$ cat config.mk
export PLATFORM = sky130hd
export DESIGN_NAME = macs_sched
export DESIGN_NICKNAME = d
export VERILOG_FILES = /design/src/rtl/macs_sched.sv
export SDC_FILE = /design/constraint.sdc
export NUM_CORES = 1
export LEC_CHECK = 0
export ABC_AREA = 1
export BUFFER_PORTS_ARGS = -buffer_cell sky130_fd_sc_hd__buf_2
export CORE_AREA = 8 8 188 190
export CTS_BUF_LIST = sky130_fd_sc_hd__clkbuf_8
export CTS_CLUSTER_DIAMETER = 50
export DETAILED_ROUTE_END_ITERATION = 6
export DIE_AREA = 0 0 196 198
export SYNTH_ARGS = -nofsm -noshare
export SYNTH_HDL_FRONTEND = slang
export SYNTH_SLANG_ARGS = --single-unit
$ cat constraint.sdc
create_clock -name clk -period 3.99 [get_ports clk]
set_clock_uncertainty 0.2 [all_clocks]
set_input_delay 0.5985 -clock clk [delete_from_list [all_inputs] [get_ports clk]]
set_output_delay 0.5985 -clock clk [all_outputs]
set_load 0.01 [all_outputs]
$ cat src/rtl/macs_sched.sv
// macs_sched: drives the 4-lane Macs unit one k-step at a time to build R[j] = C[j] +/- sum_k a[k]*B[k][j], block by block.
module macs_sched #(
    parameter int WIDTH  = 16,
    parameter int K_W    = 11,
    parameter int NB_W   = 9,
    parameter int ADDR_W = 19
) (
    input  logic                 clk,
    input  logic                 rst,
    input  logic                 start_i,
    input  logic [K_W-1:0]       k_len_i,
    input  logic [NB_W-1:0]      nb_i,
    input  logic                 op_sub_i,
    output logic                 busy_o,
    output logic                 done_o,
    output logic                 a_rd_en_o,
    output logic [K_W-1:0]       a_addr_o,
    input  logic [WIDTH-1:0]     a_data_i,
    output logic                 b_rd_en_o,
    output logic [ADDR_W-1:0]    b_addr_o,
    input  logic [4*WIDTH-1:0]   b_data_i,
    output logic                 c_rd_en_o,
    output logic [NB_W-1:0]      c_addr_o,
    input  logic [4*WIDTH-1:0]   c_data_i,
    output logic                 mac_en_o,
    output logic                 mac_mode_o,
    output logic                 mac_sig_o,
    output logic [WIDTH-1:0]     mac_A_o,
    output logic [4*WIDTH-1:0]   mac_B_o,
    output logic [4*WIDTH-1:0]   mac_C_o,
    input  logic                 mac_valid_i,
    input  logic [4*WIDTH-1:0]   mac_res_i,
    output logic                 wr_en_o,
    output logic [NB_W-1:0]      wr_addr_o,
    output logic [4*WIDTH-1:0]   wr_data_o
);
    typedef enum logic [2:0] {
        S_IDLE, S_FETCH_C, S_LOAD_C, S_ISSUE, S_FEED, S_WAIT, S_WRITE, S_DONE
    } state_t;

    state_t              state_q, state_d;
    logic [K_W-1:0]      k_len_q, k_len_d, k_q, k_d, k_inc;
    logic [NB_W-1:0]     nb_q, nb_d, j_q, j_d, j_inc;
    logic                sub_q, sub_d;
    logic [ADDR_W-1:0]   b_ptr_q, b_ptr_d;
    logic [4*WIDTH-1:0]  acc_q, acc_d;

    assign k_inc      = k_q + K_W'(1);
    assign j_inc      = j_q + NB_W'(1);
    assign busy_o     = state_q != S_IDLE;
    assign mac_mode_o = 1'b0;
    assign mac_sig_o  = sub_q;

    always_ff @(posedge clk) begin
        if (rst) begin
            state_q <= S_IDLE;
            k_len_q <= '0;
            nb_q    <= '0;
            sub_q   <= 1'b0;
            k_q     <= '0;
            j_q     <= '0;
            b_ptr_q <= '0;
            acc_q   <= '0;
        end else begin
            state_q <= state_d;
            k_len_q <= k_len_d;
            nb_q    <= nb_d;
            sub_q   <= sub_d;
            k_q     <= k_d;
            j_q     <= j_d;
            b_ptr_q <= b_ptr_d;
            acc_q   <= acc_d;
        end
    end

    // b_ptr walks k*nb + j by repeated addition of nb, so no multiplier is needed
    always_comb begin
        state_d   = state_q;
        k_len_d   = k_len_q;
        nb_d      = nb_q;
        sub_d     = sub_q;
        k_d       = k_q;
        j_d       = j_q;
        b_ptr_d   = b_ptr_q;
        acc_d     = acc_q;
        done_o    = 1'b0;
        a_rd_en_o = 1'b0;
        a_addr_o  = '0;
        b_rd_en_o = 1'b0;
        b_addr_o  = '0;
        c_rd_en_o = 1'b0;
        c_addr_o  = '0;
        mac_en_o  = 1'b0;
        mac_A_o   = '0;
        mac_B_o   = '0;
        mac_C_o   = '0;
        wr_en_o   = 1'b0;
        wr_addr_o = '0;
        wr_data_o = '0;
        case (state_q)
            S_IDLE: if (start_i) begin
                k_len_d = k_len_i;
                nb_d    = nb_i;
                sub_d   = op_sub_i;
                j_d     = '0;
                state_d = (nb_i == '0) ? S_DONE : S_FETCH_C;
            end
            S_FETCH_C: begin
                c_rd_en_o = 1'b1;
                c_addr_o  = j_q;
                state_d   = S_LOAD_C;
            end
            S_LOAD_C: begin
                acc_d   = c_data_i;
                k_d     = '0;
                b_ptr_d = ADDR_W'(j_q);
                state_d = (k_len_q == '0) ? S_WRITE : S_ISSUE;
            end
            S_ISSUE: begin
                a_rd_en_o = 1'b1;
                b_rd_en_o = 1'b1;
                a_addr_o  = k_q;
                b_addr_o  = b_ptr_q;
                state_d   = S_FEED;
            end
            S_FEED: begin
                mac_en_o = 1'b1;
                mac_A_o  = a_data_i;
                mac_B_o  = b_data_i;
                mac_C_o  = acc_q;
                state_d  = S_WAIT;
            end
            S_WAIT: if (mac_valid_i) begin
                acc_d   = mac_res_i;
                k_d     = k_inc;
                b_ptr_d = b_ptr_q + ADDR_W'(nb_q);
                state_d = (k_inc == k_len_q) ? S_WRITE : S_ISSUE;
            end
            S_WRITE: begin
                wr_en_o   = 1'b1;
                wr_addr_o = j_q;
                wr_data_o = acc_q;
                j_d       = j_inc;
                state_d   = (j_inc == nb_q) ? S_DONE : S_FETCH_C;
            end
            S_DONE: begin
                done_o  = 1'b1;
                state_d = S_IDLE;
            end
            default: state_d = S_IDLE;
        endcase
    end
endmodule
==> results of run 1 <==
[critical path, cell delays in order (launching register included)]
cell	delay [ps]
dfxtp_1	380
nand2_1	110
nor2_1	50
buf_4	180
inv_2	540
buf_4	460
nor2_1	90
buf_2	150
[metal layers]
metal	up-vias	wire length [um]	part of all wire
met4	4	653	0.016
met2	411	19500	0.49
met1	4732	16700	0.42
met5	-	25	0.00063
li1	5242	-	-
met3	39	2910	0.073
[synthesized netlist by cell type]
cell type,n
a211oi_1,2
a21o_1,2
a21oi_1,64
a22oi_1,1
a31oi_1,66
buf_1,3
buf_2,20
buf_4,3
buf_6,1
clkbuf_1,48
clkinv_1,1
conb_1,1
dfxtp_1,127
fa_1,1
ha_1,11
inv_1,240
inv_2,6
nand2_1,356
nand2_2,5
nand3_1,68
nand3_4,1
nand3b_1,1
nand4_1,8
nor2_1,298
nor2_2,6
nor2_4,4
nor3_1,9
nor3_4,1
nor4_1,2
o211ai_1,5
o21ai_0,39
o21ai_1,1
o21ai_2,1
o21bai_1,1
o31ai_1,1
or2_2,3
xnor2_1,3
xor2_1,2
[report_power, final]
group	switching (W)	internal [W]	leakage, nW
logic	0.00148	0.000677	4.59
registers	0.000188	0.00153	1.03
clock network	0.000567	0.000598	0.209
[how the worst max path moves through the flow]
stage                startpoint            to  slack [ps]
floorplan               nb_q[0]    b_ptr_q[8]        1900
CTS                  state_q[2]  wr_data_o[5]         680
global placement    mac_valid_i        k_q[0]        1020
finish               state_q[2]  wr_data_o[7]         750
detailed placement  mac_valid_i     acc_q[45]         930
global route         state_q[2]  wr_data_o[4]         510
[final cells by class]
cell class	count	area share
flip-flops and latches	127	0.225
clock buffers	20	0.0243
multi-input cells	963	0.382
diodes	5	0.00111
clock inverters	12	0.0105
repair buffers	511	0.230
well taps	408	0.0452
inverters	247	0.0820
[flip-flops by register name (all words and copies together) (netlist names)]
signal and flops:
j_q 9, state_q 3, acc_q 64, b_ptr_q 19
nb_q 9, k_len_q 11, k_q 11, mac_sig_o 1
[stage by stage]
stage           util  instances  setup slack, ps  hold slack (ps)
2_1_floorplan      -       1412             1900              248
3_3_place_gp   0.338       2256             1020              261
3_5_place_dp   0.338       2256              928              268
4_1_cts        0.351       2288              685              159
5_1_grt        0.351       2290              514              173
6_report       0.351       2293              755              203
[cell families (layout without fill, tap and decap cells)]
kind of cell	Yosys count	after routing	synth area share
compound gates	183	183	0.127
xor+xnor	5	5	0.00540
fa+ha+maj	12	12	0.0194
buf+inv	322	790	0.154
flops	127	127	0.314
other cells	1	6	0.000462
simple gates	762	762	0.379
==> flow_summary.toml, run 1 <==
[outcome]
status = "completed"

[floorplanning]
core_sq_um = 32200
die_y_um = 198
die_w_um = 196
ios = 498
start_util = 0.252
dieArea_sq_um = 38800
rows = 66

[cts]
clk_path_buf_depth = 2
cts.hold.buffers_added = 0
cts_buffers = 17
cts_resized = 0
clk_latency_ps = 460
cts_root_buf = "clkbuf_8"
cts_setup_buffers = 0
htreeDepth = 4
clkSlewWorstSetupHoldPaths_ps = 90
clock-sinks = 127
cts_tree = "built"

[place]
post_dp_cell_area_sq_um = 10900
io_buffers = 496
hpwl_um = 32400
place.gp.congestion = 0.934

[synthesis]
yosysTopAreaCellShare = 0.314
ys_seq_area_frac = 0.314
ys_warn_count = 0
syn_area_sq_um = 8110
ys_types = 38
synthTopCellsByArea = "dfxtp_1 31%, nand2_1 16%, nor2_1 14%"
postSynthCellCount = 1412
synth_nets = 1657
syn_avg_cell_area_sq_um = 5.74
yosys.area.top_type = "dfxtp_1"
yosys_register_bits = 127

[worst_setup_path]
start_kind = "flip-flop"
r2r_cells = 7
crit_path_max_fanout = 39
path_class = "flip-flop to primary output"
cp.required_ps = 3190
r2r-end = "acc_q[46]"
cp.arrival_ps = 2440
r2r-start = "state_q[2]"
ff2ff_setup_slack_ps = 1090
cp-end-kind = "primary output"

[global_route]
grt.met1_usage = 0.233
grt_overflow = 0
grt_pass1_wl_um = 58900
grt-busiest-layer = "met2"
grtUsageMet2 = 0.338
grtUsageMet3 = 0.0540
track_usage = 0.194
grt_pass1_vias = 10200
grt_start_max_net_pins = 88
antenna_found_initial = 6

[timing]
max_freq_mhz = 309
fin_crit_ps = 3240
tightest_slew_ps = 1040
final.setup.tns_ps = 0
grt_setup_unrepaired = "false"
finalSetupViolCount = 0
final-max-slew-violation-count = 0
relSlewSlack = 0.304
hold_viol_final = 0
period_share = 0.811

[hold_path]
hold_path_startpoint = "c_data_i[61]"
min_to = "acc_q[61]"
hp-class = "input port to flip-flop"
holdPathStages = 3

[layout]
layout_commonest_cell = "buf_2"
final_cell_mix = "495 x buf_2, 355 x nand2_1, 298 x nor2_1"
fillers = 3595
layout-drive-gt1-share = 0.303
nNetsFinal = 2112
synthToLayoutAreaGrowth_pct = 39.4
seqCellArea_sq_um = 2540
fin_area_sq_um = 11300
multiInputGateArea_sq_um = 4320

[power]
vdd_ir_drop_max_v = 0.000212
power_per_cell_area_nw_per_um2 = 446
p_leak_nw = 5.83
power_w = 0.00504

[route]
first_pass_iters = 5
wl_per_cell_um = 17.3
drc_errors = 0
detailroute.via_count = 10428
routed_wl_um = 39700
vias_per_cell = 4.55
drtIter0Drc = 631
ant_nets = 0

[flow_run]
maxCapViolCount = 0
No activity file was read; power rests on OpenSTA's default activity.
==> run 2: changes to the inputs <==
Settings changed: CORE_AREA 8 8 188 190 to 8 8 190 192, DIE_AREA 0 0 196 198 to 0 0 198 200.
Clock period 3.99 ns to 3.35 ns, I/O delays scaled along.
==> flow_summary.toml, run 2 (synthesis gave the netlist of run 1 again) <==
[layout]
largest_reg_flops = 64
fillers = 3716
largestRegisters = "acc_q x64, b_ptr_q x19"
synthToLayoutAreaGrowth_pct = 41.5
layout-drive-gt1-share = 0.306
top_register = "acc_q"
nNetsFinal = 2116
fin_cells = 2334
final_cell_mix = "496 x buf_2, 355 x nand2_1, 298 x nor2_1"
layout_commonest_cell = "buf_2"

[worst_setup_path]
cp.required_ps = 2650
cp.arrival_ps = 2120
path_depth = 6
crit_top_cell = "nor2_1"
critical-path-top-delay-family = "buffers and inverters"
start_kind = "flip-flop"
path_class = "flip-flop to primary output"
slowest_delay_ps = 480
r2r_cells = 7
cp-end-kind = "primary output"
crit_path_max_fanout = 35
cpMaxStageDelayCell = "dfxtp_1"
cp_cell_sequence = "nand2_1, nor2_1, inv_2, buf_4, nor2_1, buf_2"
worst-path-buf-inv = 3

[global_route]
track_usage = 0.183
grt_pass1_wl_um = 57000
grt_pass1_vias = 10335
grt_start_max_net_pins = 61
antenna_found_initial = 3
grt_overflow = 0

[cts]
cts_root_buf = "clkbuf_8"
clkSlewWorstSetupHoldPaths_ps = 90
clock-sinks = 127
clk_path_buf_depth = 2
cts_resized = 0
clk_latency_ps = 460
htreeDepth = 4
cts_setup_buffers = 0
cts_tree = "built"
cts.hold.buffers_added = 0
cts_buffers = 17

[timing]
hold_viol_final = 0
tightest_slew_ps = 851
fin_crit_ps = 2830
period_share = 0.844
grt_setup_unrepaired = "false"
final.setup.tns_ps = 0
final-max-slew-violation-count = 0
max_freq_mhz = 354
finalSetupViolCount = 0
relSlewSlack = 0.433

[route]
ant_nets = 0
routed_wl_um = 38600
drtIter0Drc = 613
detailroute.via_count = 10339
vias_per_cell = 4.43
drc_errors = 0
first_pass_iters = 6
wl_per_cell_um = 16.6

[place]
io_buffers = 496
place_inst = 2300
hpwl_um = 31200
place.gp.congestion = 0.952

[power]
power_per_cell_area_nw_per_um2 = 548
vdd_ir_drop_max_v = 0.000305
p_leak_nw = 5.89

[floorplanning]
die_w_um = 198
die_y_um = 200
core_sq_um = 33100
start_util = 0.245
rows = 67
dieArea_sq_um = 39600
ios = 498

[flow_run]
maxCapViolCount = 0

[hold_path]
holdPathStages = 3
hp-class = "input port to flip-flop"

[outcome]
status = "completed"
-- run 2: changes by cell type in the layout (fill, tap and decap cells not counted) --
| cell | previous run | this run |
|---|---|---|
| buf_12 | 0 | 1 |
| buf_2 | 495 | 496 |
| buf_4 | 16 | 18 |
| bufinv_16 | 2 | 5 |
| clkinv_2 | 3 | 1 |
| clkinv_4 | 1 | 4 |
| clkinvlp_4 | 2 | 1 |
| diode_2 | 5 | 2 |
| inv_1 | 242 | 239 |
-- run 2: cell type report --
type	count	area (sq um)	area share
diodes	2	5.00	0.000436
clock buffers	20	275	0.0240
clock inverters	12	206	0.0180
inverters	247	927	0.0808
multi-input cells	963	4320	0.377
flip-flops and latches	127	2540	0.222
well taps	448	561	0.0488
repair buffers	515	2640	0.230
-- run 2: report_power, final --
group	switching, W	internal, W	leakage, nW	total (W)
clock network	0.000705	0.000952	0.240	0.00166
registers	0.000212	0.00182	1.03	0.00203
logic	0.00177	0.000829	4.61	0.00259
-- run 2: per-layer routing --
layer  vias to the layer above  wire length [um]  track usage
li1                       5240                 -            -
met2                       397             18600        0.308
met3                        52              2900       0.0511
met1                      4646             16300        0.226
met5                         -                26            0
met4                         4               775       0.0556
-- run 2: path summary, 6_finish.rpt --
path | to | slack (ps) | start
min reg2reg | mac_sig_o | 260 | mac_sig_o
max | wr_data_o[44] | 520 | state_q[2]
max reg2reg | acc_q[21] | 1050 | state_q[2]
min | acc_q[1] | 100 | mac_res_i[1]
-- run 2: worst register-to-register path: cells and delay by family (launching register included) --
| kind | cells | cell delay (ps) |
|---|---|---|
| AND/OR/NAND/NOR | 3 | 300 |
| flip-flops | 1 | 480 |
| buffers and inverters | 3 | 1080 |
| AO/OA/AOI/OAI | 1 | 180 |
-- run 2: per-stage QoR --
stage                      util  hold slack, ps  cell area [sq um]  power [W]  worst slack [ps]
after detailed placement  0.332             256              11000    0.00467               990
after floorplan               -             248               8110    0.00369              1260
final                     0.347             103              11500    0.00629               524
after global placement    0.332             253              11000    0.00464              1020
after global routing      0.346            67.9              11500    0.00673               306
after CTS                 0.346            61.1              11500    0.00635               467
